===== src/rtl/student_adder_pkg.sv =====
// Shared defaults and tree-geometry helpers for the FIR back-end adder tree.
package student_adder_pkg;

   localparam int DEF_DATA_W = 31;
   localparam int DEF_NUM_IN = 10;

   // Depth of a binary reduction tree over n operands.
   function automatic int lvl_count(input int n);
      return (n <= 1) ? 0 : $clog2(n);
   endfunction

   // Operand width at tree level j: one growth bit per level keeps sums exact.
   function automatic int lvl_width(input int j, input int data_w = DEF_DATA_W);
      return data_w + j;
   endfunction

   // Number of registered partial sums held at tree level j.
   function automatic int lvl_nodes(input int n, input int j);
      return (n + (1 << j) - 1) >> j;
   endfunction

endpackage


===== src/rtl/student_adder_stage.sv =====
// One registered level of the adder tree: pairwise exact sums, odd leftover
// passed through with one bit of extension, and a travelling valid bit.
module student_adder_stage #(
   parameter int N_IN   = 2,
   parameter int IN_W   = 8,
   parameter bit SIGNED = 1'b1,
   localparam int N_OUT = (N_IN + 1) / 2,
   localparam int OUT_W = IN_W + 1
) (
   input  logic                   clk,
   input  logic                   rst_ni,
   input  logic                   valid_i,
   input  logic [N_IN*IN_W-1:0]   data_i,
   output logic                   valid_o,
   output logic [N_OUT*OUT_W-1:0] data_o
);

   logic [OUT_W-1:0] nxt [N_OUT];

   genvar i;
   for (i = 0; i < N_OUT; i++) begin : g_node
      logic [IN_W-1:0]  a;
      logic [OUT_W-1:0] a_x;
      assign a   = data_i[2*i*IN_W +: IN_W];
      assign a_x = SIGNED ? {a[IN_W-1], a} : {1'b0, a};
      if (2*i + 1 < N_IN) begin : g_pair
         logic [IN_W-1:0]  b;
         logic [OUT_W-1:0] b_x;
         assign b      = data_i[(2*i+1)*IN_W +: IN_W];
         assign b_x    = SIGNED ? {b[IN_W-1], b} : {1'b0, b};
         assign nxt[i] = a_x + b_x;
      end else begin : g_pass
         assign nxt[i] = a_x;
      end
   end

   // Partial sums only move with a valid launch so the final level holds its value.
   always_ff @(posedge clk or negedge rst_ni) begin
      if (!rst_ni) begin
         valid_o <= 1'b0;
         data_o  <= '0;
      end else begin
         valid_o <= valid_i;
         if (valid_i) begin
            for (int n = 0; n < N_OUT; n++) begin
               data_o[n*OUT_W +: OUT_W] <= nxt[n];
            end
         end
      end
   end

endmodule


===== src/rtl/student_adder_tree.sv =====
// Collects per-channel FIR samples that arrive on independent strobes and,
// once every channel has delivered, launches the set into a pipelined tree.
module student_adder_tree
   import student_adder_pkg::*;
#(
   parameter int DATA_W = DEF_DATA_W,
   parameter int NUM_IN = DEF_NUM_IN,
   parameter bit SIGNED = 1'b1,
   localparam int LVL   = lvl_count(NUM_IN),
   localparam int OUT_W = DATA_W + LVL
) (
   input  logic                     clk,
   input  logic                     rst_ni,
   input  logic [NUM_IN-1:0]        valid_i,
   input  logic [NUM_IN*DATA_W-1:0] data_i,
   input  logic                     flush_i,
   output logic [OUT_W-1:0]         sum_o,
   output logic                     valid_o,
   output logic                     err_o,
   output logic                     busy_o
);

   logic [NUM_IN-1:0]        cap;
   logic [DATA_W-1:0]        hold [NUM_IN];
   logic [NUM_IN*DATA_W-1:0] s0_data;
   logic                     s0_valid;
   logic                     launch;
   logic                     collide;

   // A strobe arriving on the completing edge counts toward the set directly.
   assign launch  = !flush_i && (&(cap | valid_i));
   assign collide = !flush_i && (|(cap & valid_i));
   assign busy_o  = |cap;

   // Capture mask and holding registers; flush drops the partial set and its strobes.
   always_ff @(posedge clk or negedge rst_ni) begin
      if (!rst_ni) begin
         cap <= '0;
         for (int k = 0; k < NUM_IN; k++) begin
            hold[k] <= '0;
         end
      end else if (flush_i) begin
         cap <= '0;
      end else begin
         cap <= launch ? '0 : (cap | valid_i);
         for (int k = 0; k < NUM_IN; k++) begin
            if (valid_i[k]) begin
               hold[k] <= data_i[k*DATA_W +: DATA_W];
            end
         end
      end
   end

   // Stage 0 takes the fresh sample over the held one so a late or colliding strobe wins.
   always_ff @(posedge clk or negedge rst_ni) begin
      if (!rst_ni) begin
         s0_valid <= 1'b0;
         s0_data  <= '0;
      end else begin
         s0_valid <= launch;
         if (launch) begin
            for (int k = 0; k < NUM_IN; k++) begin
               s0_data[k*DATA_W +: DATA_W] <= valid_i[k] ? data_i[k*DATA_W +: DATA_W] : hold[k];
            end
         end
      end
   end

   // Collision pulse; several channels colliding on one edge still give one pulse.
   always_ff @(posedge clk or negedge rst_ni) begin
      if (!rst_ni) begin
         err_o <= 1'b0;
      end else begin
         err_o <= collide;
      end
   end

   genvar j;
   for (j = 0; j < LVL; j++) begin : g_lvl
      localparam int NI = lvl_nodes(NUM_IN, j);
      localparam int NO = lvl_nodes(NUM_IN, j + 1);
      localparam int IW = lvl_width(j, DATA_W);

      logic [NI*IW-1:0]     d_in;
      logic                 v_in;
      logic [NO*(IW+1)-1:0] d_out;
      logic                 v_out;

      if (j == 0) begin : g_first
         assign d_in = s0_data;
         assign v_in = s0_valid;
      end else begin : g_next
         assign d_in = g_lvl[j-1].d_out;
         assign v_in = g_lvl[j-1].v_out;
      end

      student_adder_stage #(
         .N_IN   (NI),
         .IN_W   (IW),
         .SIGNED (SIGNED)
      ) u_stage (
         .clk     (clk),
         .rst_ni  (rst_ni),
         .valid_i (v_in),
         .data_i  (d_in),
         .valid_o (v_out),
         .data_o  (d_out)
      );
   end

   if (LVL == 0) begin : g_out_direct
      assign sum_o   = s0_data;
      assign valid_o = s0_valid;
   end else begin : g_out_tree
      assign sum_o   = g_lvl[LVL-1].d_out;
      assign valid_o = g_lvl[LVL-1].v_out;
   end

endmodule


===== config.mk =====
export PLATFORM = sky130hd
export DESIGN_NAME = student_adder_tree
export DESIGN_NICKNAME = d
export VERILOG_FILES = /design/src/rtl/student_adder_pkg.sv /design/src/rtl/student_adder_stage.sv /design/src/rtl/student_adder_tree.sv
export SDC_FILE = /design/constraint.sdc
export NUM_CORES = 2
export LEC_CHECK = 0
export ABC_AREA = 1
export BUFFER_PORTS_ARGS = -buffer_cell sky130_fd_sc_hd__buf_2
export CAP_MARGIN = 0
export CORE_ASPECT_RATIO = 0.6
export CORE_MARGIN = 3
export CORE_UTILIZATION = 25
export CTS_CLUSTER_DIAMETER = 150
export DETAILED_ROUTE_END_ITERATION = 6
export SLEW_MARGIN = 20
export SYNTH_ARGS = -nofsm -noshare
export SYNTH_HDL_FRONTEND = slang
export SYNTH_SLANG_ARGS = --single-unit

===== constraint.sdc =====
create_clock -name clk -period 4.9 [get_ports clk]
set_input_delay 0.49 -clock clk [delete_from_list [all_inputs] [get_ports clk]]
set_output_delay 0.49 -clock clk [all_outputs]
set_load 0.05 [all_outputs]

# Word level (Yosys, flattened, before mapping)
# Index checks and enable logic that the tools add are counted.
totals:
  input_bits: 323
  wordCells: 51
  output_inout_bits: 38
  ff_bits: 995
op_classes:
  bitwise_logic: 2
  n_reduce_logical: 6
  n_addsub: 9
  mux: 12
ops:
  columns: ["operator", "count"]
  rows:
  - ["31-bit two-way mux", 10]
  - ["31-bit by 31-bit adder with 32-bit output", 5]
  - ["32-bit by 32-bit adder with 33-bit output", 2]
  - ["34-bit by 32-bit adder with 35-bit output", 1]
  - ["33-bit by 33-bit adder with 34-bit output", 1]
  - ["10-bit two-way mux", 2]
  - ["10-bit OR reduction", 2]
  - ["10-bit bitwise AND", 1]
  - ["10-bit OR", 1]
  - ["10-bit AND reduction", 1]
  - ["1-bit logical AND", 2]
  - ["1-bit logical NOT", 1]

# Longest topological paths before layout
depth:
  word_depth: 5
  mapped_depth: 15
  depth_no_buf: 15

# Modules after synthesis
# From an unflattened synthesis, not the netlist that was laid out.
unflattened:
  cells_unflattened: 9157
  area_unflattened_um2: 62115.8
by_module_without_submodules:
  columns: ["mod", "instances", "area_per_inst_um2", "cells_each", "seq_area_each_um2"]
  rows:
  - ["student_adder_tree", 1, 27760.4, 3435, 15815.2]
  - ["student_adder_stage (g_lvl[0].u_stage)", 1, 17520.6, 3024, 4028.9]
  - ["student_adder_stage (g_lvl[1].u_stage)", 1, 8476.9, 1406, 2477.4]
  - ["student_adder_stage (g_lvl[2].u_stage)", 1, 4755.8, 719, 1701.6]
  - ["student_adder_stage (g_lvl[3].u_stage)", 1, 3602.2, 573, 900.9]

# Least setup slack after synthesis
# No wires, ideal clock.
synth_path:
  kind: "flip-flop to flip-flop"
  from: "reg g_lvl[0].u_stage.data_o[64]"
  to: "reg g_lvl[1].u_stage.data_o[47]"
  slack_ns: 2.884
  arrival_ns: 1.898
  path_stages_with_launch: 12
  n_path_buf: 0
  cell_sequence: "dfrtp_1 ha_1 fa_1 nand2_1 o21ai_0 nand2_1 nand2_1 nand2_1 nand2_1 or2_2 nand3_1 nand2_1"
synth_between:
  elab_chain_len: 1
synth_lines:
  columns: ["element", "line", "rtl"]
  rows:
  - ["start, declared", "student_adder_stage.sv:15", "output logic [N_OUT*OUT_W-1:0] data_o"]
  - ["start signal, assigned by index", "student_adder_stage.sv:46", "data_o[n*OUT_W +: OUT_W] <= nxt[n];"]
  - ["32-bit by 32-bit adder with 33-bit output", "student_adder_stage.sv:31", "assign nxt[i] = a_x + b_x;"]
  - ["end signal, assigned by index", "student_adder_stage.sv:46", null]
  - ["end, declared", "student_adder_stage.sv:15", null]
# No other way between the ends.
# A chain may end at the register's enable or synchronous reset.

# Final worst setup path
layout_path:
  from: "reg g_lvl[1].u_stage.data_o[33]"
  to: "reg g_lvl[2].u_stage.data_o[30]"
layout_between:
  elab_chain_len: 1
layout_lines:
  columns: ["element", "line"]
  rows:
  - ["33-bit by 33-bit adder with 34-bit output", "student_adder_stage.sv:31"]
  - ["end signal, assigned by index", "student_adder_stage.sv:46"]
  - ["end, declared", "student_adder_stage.sv:15"]
# No other way between the ends.

==> results_dict.tcl <==
set metrics [dict create \
    cts_tree "done" \
    rsz0062_at_grt "no" \
    path_cells "ha_1 > inv_1 > fa_1 > o21ai_0 > nand2_1 > nand2_1 > nand2_1 > nand2_1 > nand2_1 > nand2_1 > nand2_1 > nand3_1 > nand2_1" \
    drv_slew 0 \
    overflow 0 \
    maxSlewHeadroom 0.3025 \
    critPathBufInv 1 \
    grt_pass1_vias 49164 \
    cap_violations 0 \
    dr.pass1.iters 6 \
    drtAntennaViolNets 0 \
    synth_cells 8506 \
    start_kind "flop" \
    cp.arrival_ns 3.31 \
    hpwl_um 153300 \
    grt_pass1_wl_um 301700 \
    drt_iter0_drc 5309 \
    drt-total-wl_um 196600 \
    cpPeakStageDelay_ns 0.52 \
    die_height_um 382.4 \
    setup_tns_ns 0 \
    synth.distinct_cells 34 \
    gp_congestion 0.9516 \
    fin_worst_skew_ns 0.03688 \
    whs_ns 0.08153 \
    die_w_um 633.3 \
    drive_gt1_frac 0.06896 \
    critPathCaptureType "flop" \
    fin_cells 11961 \
    path_clk_slew_ns 0.06 \
    synth.area.top_cells "dfrtp_1, nand2_1, o21ai_0, inv_1, ha_1" \
    min_path_type "in2reg" \
    p_per_area_nw_per_um2 343.0 \
    num_rows 137 \
    finalPower_uw 23310 \
    ys_seq_elements 995 \
    synth_nets 9124 \
    grt_usage 0.1592 \
    ys_seq_area_frac 0.4218 \
    clockRootBuffer "clkbuf_16" \
    multi_input_area_um2 29330 \
    num_vias 53783 \
    hold_viol_final 0 \
    clk_latency_ns 0.74 \
    dp_cells 11767 \
    htreeDepth 3 \
    start_util 0.2526 \
    p_leak_uw 0.03607 \
    final_cell_mix "nand2_1, dfrtp_1, o21ai_0, inv_1, nor2_1" \
    slowest_stage "o21ai_0" \
    syn_avg_cell_area_um2 6.939 \
    status "finished clean" \
    register_area_um2 24900 \
    fin_crit_ns 2.717 \
    ir_drop_mv 0.2681 \
    nNetsFinal 9366 \
    max_freq_ghz 0.3680 \
    fin_crit_sh 0.5545 \
    final_area_um2 67940 \
    syn2layout_area_growth_pct 15.11 \
    io_pins 361 \
    yosysTopAreaCell "dfrtp_1" \
    worst_pin_slew_ns 1.046 \
    cts_made_buffers 104 \
    grt_max_degree 176 \
    cts.sinks 995 \
    nFillCells 25667 \
    io_buffers 360 \
    vias_per_cell 4.497 \
    placed_cell_area_um2 64190 \
    synth_top_area_frac 0.4218 \
    ctsResizeCount 0 \
    clockBufferDepth 3 \
    synth_area_um2 59020 \
    drc 0 \
    route.detailed.wl_per_inst_um 16.43 \
    critPathKind "reg2reg" \
    required_ns 5.50 \
    die-area_um2 242200 \
    worstPathMaxFanout 4 \
    synth_warnings 0 \
    antenna_found_initial 19 \
    cpMostUsedCell "nand2_1" \
    mostFrequentLayoutCell "nand2_1" \
    core_um2 233600 \
    report.final.setup_viol 0 \
    crit_family "simple AND/OR/NAND/NOR gates" \
]
## worst reg2reg max path, stage by stage (launching register included)
cell	delay [ns]
dfrtp_1	0.43
ha_1	0.24
inv_1	0.07
fa_1	0.39
o21ai_0	0.52
nand2_1	0.10
nand2_1	0.14
nand2_1	0.08
nand2_1	0.20
nand2_1	0.11
nand2_1	0.08
nand2_1	0.05
nand3_1	0.12
nand2_1	0.06
## cells in the mapped netlist (all sizes together)
cell / instances
nand3b: 18
inv: 957
o31ai: 1
dfrtp: 995
a21oi: 330
a21boi: 6
ha: 286
clkbuf: 207
xnor2: 115
a221oi: 2
clkinv: 1
fa: 9
xor2: 2
nand3: 326
nand4: 57
a31oi: 4
nor4: 4
o21a: 3
or2: 12
o21ai: 957
o21bai: 26
buf: 76
a21o: 4
nand2: 3572
a22o: 1
nor2: 452
nor3: 83
## repair_timing
| action | CTS | global route |
|---|---|---|
| endpoints found under the hold margin | 61 | 0 |
| endpoints found under the setup margin | 0 | 0 |
| hold buffers | 2 | 0 |
| setup buffers | 0 | 0 |
## report_power, final
part	internal, uW	total (uW)	switching, uW
registers	9170	9860	685
logic	1580	4650	3070
clock network	5130	8800	3670
## final cells by class
cell class	instances	area share
clock inverters	50	0.01166
well taps	3127	0.05759
inverters	958	0.05324
clock buffers	139	0.04308
flip-flops and latches	995	0.3666
multi-input cells	6270	0.4317
diodes	3	0.0001105
repair buffers	419	0.03602
## final timing paths
path	slack, ns	to	from	cells past startpoint
setup / recovery	2.18	g_lvl[2].u_stage.data_o[30]	g_lvl[1].u_stage.data_o[33]	13
hold / removal	0.08	cap[0]	valid_i[0]	3
setup reg to reg	2.18	g_lvl[2].u_stage.data_o[30]	g_lvl[1].u_stage.data_o[33]	13
hold reg to reg	0.45	g_lvl[2].u_stage.data_o[46]	g_lvl[1].u_stage.data_o[78]	2
max in group asynchronous	3.24	g_lvl[3].u_stage.data_o[6]	rst_ni	4
min in group asynchronous	0.36	hold[77]	rst_ni	2
## flip-flops by register name, summed over array words and instances (netlist names)
name / flops
g_lvl.u_stage.data_o: 359
err_o: 1
g_lvl.u_stage.valid_o: 4
g_lvl.v_in: 1
hold: 310
g_lvl.d_in: 310
cap: 10
## routing by layer
layer  track usage  wire length, um  vias up
li1              -                -    27320
met1        0.2627           105800    24651
met2        0.2037            71750     1614
met3       0.03521            15520      194
met4       0.02823             3423        4
met5             0               21        -
## cells by family after synthesis
logic type / Yosys count / synth area share
buffers and inverters: 1241 / 0.08132
and+or+nand+nor: 4524 / 0.3007
adders and majority gates: 295 / 0.06368
DFF: 995 / 0.4218
AOI/OAI and AO/OA: 1334 / 0.1151
xor gates and xnor gates: 117 / 0.01736
## metrics by stage
stage	worst slack (ns)	utilization
after CTS	2.235	0.2908
after floorplan	2.884	-
final	2.183	0.2908
after global placement	1.752	0.2748
after detailed placement	1.654	0.2748
after global routing	2.017	0.2908
No activity file was read; power rests on OpenSTA's default activity.
